File: src/rtl/matrix_pkg.sv
// Shared constants, state encoding and slice helpers for the 5x5x64 matrix encoder stages.
// Slice bit i maps to lane x = i%5, y = i/5.
package matrix_pkg;

  localparam int SLICE_W  = 25;
  localparam int N_SLICES = 64;
  localparam int SLICE_AW = $clog2(N_SLICES);

  typedef enum logic {
    ST_LOAD  = 1'b0,
    ST_DRAIN = 1'b1
  } state_t;

  function automatic logic [4:0] xy2bit(input int x, input int y);
    return 5'(5 * y + x);
  endfunction

  // XOR of the five rows gives the five column parities C[x].
  function automatic logic [4:0] col_parity(input logic [SLICE_W-1:0] slice);
    logic [4:0] p;
    p = '0;
    for (int y = 0; y < 5; y++) begin
      p = p ^ 5'(slice >> (5 * y));
    end
    return p;
  endfunction

endpackage

File: src/rtl/theta_mix.sv
// Combinational theta mixing of one slice given its own column parities and those of slice z-1.
module theta_mix
  import matrix_pkg::*;
(
  input  logic [SLICE_W-1:0] i_slice,
  input  logic [4:0]         i_par_cur,
  input  logic [4:0]         i_par_prev,
  output logic [SLICE_W-1:0] o_mixed
);

  logic [4:0] w_d;

  // D[x] = C[x-1][z] ^ C[x+1][z-1], indices mod 5.
  for (genvar x = 0; x < 5; x++) begin : g_d
    assign w_d[x] = i_par_cur[(x + 4) % 5] ^ i_par_prev[(x + 1) % 5];
  end

  for (genvar y = 0; y < 5; y++) begin : g_row
    for (genvar x = 0; x < 5; x++) begin : g_col
      assign o_mixed[xy2bit(x, y)] = i_slice[xy2bit(x, y)] ^ w_d[x];
    end
  end

endmodule

File: src/rtl/theta_stage.sv
// Theta column-parity mixing stage: buffers a full 64-slice state, then streams mixed slices 0..63.
// Optional macro THETA_PARITY_OUT_EN adds out_parity, the unmixed column parities of the emitted slice.
module theta_stage
  import matrix_pkg::*;
(
  input  logic                clk,
  input  logic                rst,
  input  logic                in_valid,
  output logic                in_ready,
  input  logic [SLICE_W-1:0]  in_slice,
  output logic                out_valid,
  input  logic                out_ready,
  output logic [SLICE_W-1:0]  out_slice,
  output logic [SLICE_AW-1:0] out_idx,
  output logic                busy
`ifdef THETA_PARITY_OUT_EN
  ,
  output logic [4:0]          out_parity
`endif
);

  localparam int W     = SLICE_W;
  localparam int DEPTH = N_SLICES;
  localparam int AW    = SLICE_AW;
  localparam logic [AW-1:0] LAST = AW'(DEPTH - 1);

  state_t          r_state;
  state_t          w_next_state;
  logic [AW-1:0]   r_wr_cnt;
  logic [AW-1:0]   r_rd_cnt;
  logic [AW-1:0]   w_rd_prev;
  logic [W-1:0]    r_mem [DEPTH];
  logic [4:0]      r_par [DEPTH];
  logic            w_wr_en;
  logic            w_rd_en;
  logic [W-1:0]    w_mixed;

  // NOTE: sequential state uses non-blocking assignments so every flop samples pre-edge values.
  always_ff @(posedge clk) begin
    if (rst) r_state <= ST_LOAD;
    else     r_state <= w_next_state;
  end

  // NOTE: every output of this block gets a default first, so no path can infer a latch.
  always_comb begin
    w_next_state = r_state;
    in_ready     = 1'b0;
    out_valid    = 1'b0;
    unique case (r_state)
      ST_LOAD: begin
        in_ready = 1'b1;
        if (in_valid && (r_wr_cnt == LAST)) w_next_state = ST_DRAIN;
      end
      ST_DRAIN: begin
        out_valid = 1'b1;
        if (out_ready && (r_rd_cnt == LAST)) w_next_state = ST_LOAD;
      end
      default: w_next_state = ST_LOAD;
    endcase
  end

  assign w_wr_en = in_valid && in_ready;
  assign w_rd_en = out_valid && out_ready;

  // Counters are AW wide, so incrementing past DEPTH-1 wraps to 0 on its own.
  always_ff @(posedge clk) begin
    if (rst) begin
      r_wr_cnt <= '0;
      r_rd_cnt <= '0;
    end else begin
      if (w_wr_en) r_wr_cnt <= r_wr_cnt + AW'(1);
      if (w_rd_en) r_rd_cnt <= r_rd_cnt + AW'(1);
    end
  end

  // NOTE: storage is deliberately not reset; every entry is rewritten before DRAIN reads it.
  always_ff @(posedge clk) begin
    if (w_wr_en) begin
      r_mem[r_wr_cnt] <= in_slice;
      r_par[r_wr_cnt] <= col_parity(in_slice);
    end
  end

  assign w_rd_prev = r_rd_cnt - AW'(1);

  theta_mix u_mix (
    .i_slice    (r_mem[r_rd_cnt]),
    .i_par_cur  (r_par[r_rd_cnt]),
    .i_par_prev (r_par[w_rd_prev]),
    .o_mixed    (w_mixed)
  );

  assign out_slice = out_valid ? w_mixed : '0;
  assign out_idx   = r_rd_cnt;
  assign busy      = (r_state == ST_DRAIN) || (r_wr_cnt != '0);

`ifdef THETA_PARITY_OUT_EN
  assign out_parity = out_valid ? r_par[r_rd_cnt] : 5'd0;
`endif

endmodule

File: config.mk
export PLATFORM = sky130hd
export DESIGN_NAME = theta_stage
export DESIGN_NICKNAME = d
export VERILOG_FILES = /design/src/rtl/matrix_pkg.sv /design/src/rtl/theta_mix.sv /design/src/rtl/theta_stage.sv
export SDC_FILE = /design/constraint.sdc
export NUM_CORES = 2
export LEC_CHECK = 0
export CORE_UTILIZATION = 35
export CTS_CLUSTER_DIAMETER = 120
export CTS_CLUSTER_SIZE = 28
export DETAILED_ROUTE_END_ITERATION = 10
export RECOVER_POWER = 50
export REMOVE_ABC_BUFFERS = 1
export SETUP_SLACK_MARGIN = 0.4
export SLEW_MARGIN = 20
export SYNTH_ARGS = -nofsm -noshare
export SYNTH_HDL_FRONTEND = slang
export SYNTH_SLANG_ARGS = --single-unit
File: constraint.sdc
create_clock -name clk -period 6.45 [get_ports clk]
set_clock_uncertainty 0.05 [all_clocks]
set_input_delay 1.935 -clock clk [delete_from_list [all_inputs] [get_ports clk]]
set_output_delay 1.935 -clock clk [all_outputs]
set_load 0.1 [all_outputs]
==> impl_metrics.ini <==
[yosys]
synth-edff-count = 1920
seq_area_frac_synth_pct = 74.97
yosys.area_share.xor_xnor_pct = 0.4445
yosysMostFrequentCell = edfxtp_1
synth_fa_ha_area_share_pct = 0.06465
synth-seq-cells = 1939
synthMuxAreaShare_pct = 19.82
synth_area_mm2 = 0.07741
yosys_warnings = 0
synth-simple-area-share_pct = 1.445
async_flop_share_pct = 0
synthCells = 3318
synth_compound_gate_area_share_pct = 1.792
synth-main-ff-cell = edfxtp_1
synthTopCellsByArea = edfxtp_1, mux4_2, mux2i_1, buf_2, dfxtp_1
syn_area_per_cell_um2 = 23.33
synth_commonest_cells = edfxtp_1, mux4_2, buf_2, nor2_1, clkbuf_1
yosysTopAreaCellShare_pct = 74.48
yosys.area.top_type = edfxtp_1
synth_cell_type_count = 53
synth_top_family_by_area = multiplexers

[cts]
h-tree-depth = 3
cts_tree = done
clkLatencyLatePin_ns = 0.74
postCtsHoldBufs = 0
cts_buffers = 79
clock_sinks = 1939
cts.path.max_buffers = 3
cts_root_buffer = clkbuf_16
clk_pin_slew_ns = 0.12

[worst_setup_path]
crit_fanout = 9
critical_path_required_ns = 4.47
critPathKind = reg -> out
worstPathArrival_ns = 4.12
endpoint_kind = primary output
cp-start-kind = register

[status]
status = complete, but fails checks
failed_checks = max-capacitance violations, max-slew violations

[cells_and_area]
fill_cells = 18887
area_growth_pct = 15.21
design_area_mm2 = 0.08919
fin_nets = 3653
drive_above_1_share_pct = 36.03
final_cells = 6612

[timing]
rsz0062_at_grt = yes
fin_crit_ns = 6.100
max_freq_ghz = 0.1639
finalSetupViolations = 0
period_share_pct = 94.57
setup_ws_ns = 0.3500
hold_viol = 0
worst_slew_pin_slew_ns = 3.524
slew_violations = 1735
relSlewSlack_pct = -135.0

[floorplan]
dieHeight_um = 472.3
dieArea_mm2 = 0.2231
fp.dieW_um = 472.3
row_count = 172
start_util_pct = 35.23
io_pins = 63
coreArea_mm2 = 0.2197

[placement]
dp_worst_setup_slack_ns = 0.1581
placed_area_mm2 = 0.08378
gp_congestion = 0.8723
place_hpwl_um = 120500
placedCellCount = 6365
port_buffers = 62

[power]
totalPowerFinal_mw = 20.91
vdd_ir_drop_max_mv = 0.1662
leakage_nw = 25.77
power_density_mw_per_mm2 = 234.4

[min_path]
hp-class = reg -> reg

[global_route]
antenna_found_initial = 6
grt_overflow_total = 0
groute.usage.overall_pct = 18.86
grt_pass1_wl_um = 296900
grt_max_degree = 66
grt_pass1_vias = 36958

[drt]
routed-wl-met3_um = 16020
drtAntennaViolNets = 0
dr.pass1.iters = 8
wl_met2_um = 104000
wirelength_um = 214600
drt-initial-drc-count = 4946
viasPerCell = 5.673
wl_per_cell_um = 32.46
routed.top_layer = met5
wl_met1_um = 88360
drc_errors = 0
via_count = 37510

[job]
maxCapViolations = 28
-- final cells by class --
| cell class | count | area, µm² | share of cell area [%] |
|---|---|---|---|
| flip-flops and latches | 1939 | 58060 | 65.10 |
| multi-input cells | 1168 | 19860 | 22.26 |
| repair buffers | 414 | 5241 | 5.877 |
| well taps | 2958 | 3701 | 4.150 |
| clock buffers | 107 | 2125 | 2.382 |
| clock inverters | 7 | 131.4 | 0.1473 |
| inverters | 18 | 70.07 | 0.07856 |
| diodes | 1 | 2.502 | 0.002806 |
-- kinds of logic after synthesis --
family,Yosys count
AOI/OAI and AO/OA,179
xor gates and xnor gates,35
adders and majority gates,4
buffers and inverters,211
DFF,1939
muxes,717
and+or+nand+nor,233
-- cells in the final DEF, fill, tap and decap left out, types with 35 or more instances in the layout --
master,synthesis,final
nor2_4,0,64
clkbuf_1,51,78
buf_12,0,99
nand2_1,44,39
clkbuf_16,0,93
edfxtp_1,1920,1920
buf_16,0,35
buf_4,19,166
nor2b_1,40,35
mux4_2,651,651
-- routing by layer --
| layer | vias up | track usage (%) |
|---|---|---|
| met2 | 1699 | 30.96 |
| met4 | 6 | 4.600 |
| met5 | - | 0 |
| met1 | 20736 | 26.25 |
| li1 | 14832 | - |
| met3 | 237 | 3.002 |
-- sequential cells by signal (all words and copies together) (netlist names), named ones only --
register and flops:
r_mem 1600, r_state 1, out_idx 6, r_wr_cnt 6, r_par 320
-- where the power goes --
part           switching, mW  internal, mW  leakage (nW)
clock network           3.77          2.41          1.09
registers             0.0121          14.0          17.4
logic                  0.533         0.144          7.25
-- metrics by stage --
| stage | utilization, % | setup TNS [ns] | hold WS (ns) |
|---|---|---|---|
| after global routing | 40.59 | 0 | 0.5993 |
| after floorplan | - | -434.58 | 0.4718 |
| final | 40.59 | 0 | 0.5590 |
| after CTS | 40.10 | 0 | 0.5331 |
| after detailed placement | 38.13 | 0 | 0.5146 |
| after global placement | 38.11 | 0 | 0.5164 |
-- what timing repair did --
action	CTS	global route
resized for setup	181	96
endpoints found under the setup margin	25	25
pin swaps	20	33
cloned	15	12
setup buffers	53	52
-- final timing paths --
path | startpoint | end | slack [ns] | cells after the start
worst max-delay path | register | out_slice[8] | 0.35 | 11
worst min-delay path | r_wr_cnt[5] | r_wr_cnt[5] | 0.56 | 2
worst max register to register | r_state | r_mem[63][18] | 2.62 | 7
worst min register to register | r_wr_cnt[5] | r_wr_cnt[5] | 0.56 | 2
-- worst max-delay path: stages (launching register included) --
cell,delay (ns)
dfxtp_4,0.49
buf_12,0.21
buf_6,0.14
buf_16,0.14
mux4_2,0.51
mux4_2,0.54
a22o_4,0.31
a221oi_4,0.36
nand2_1,0.13
mux2i_1,0.18
buf_4,0.17
buf_12,0.17
Note: power is estimated with default switching activity, not from simulation.
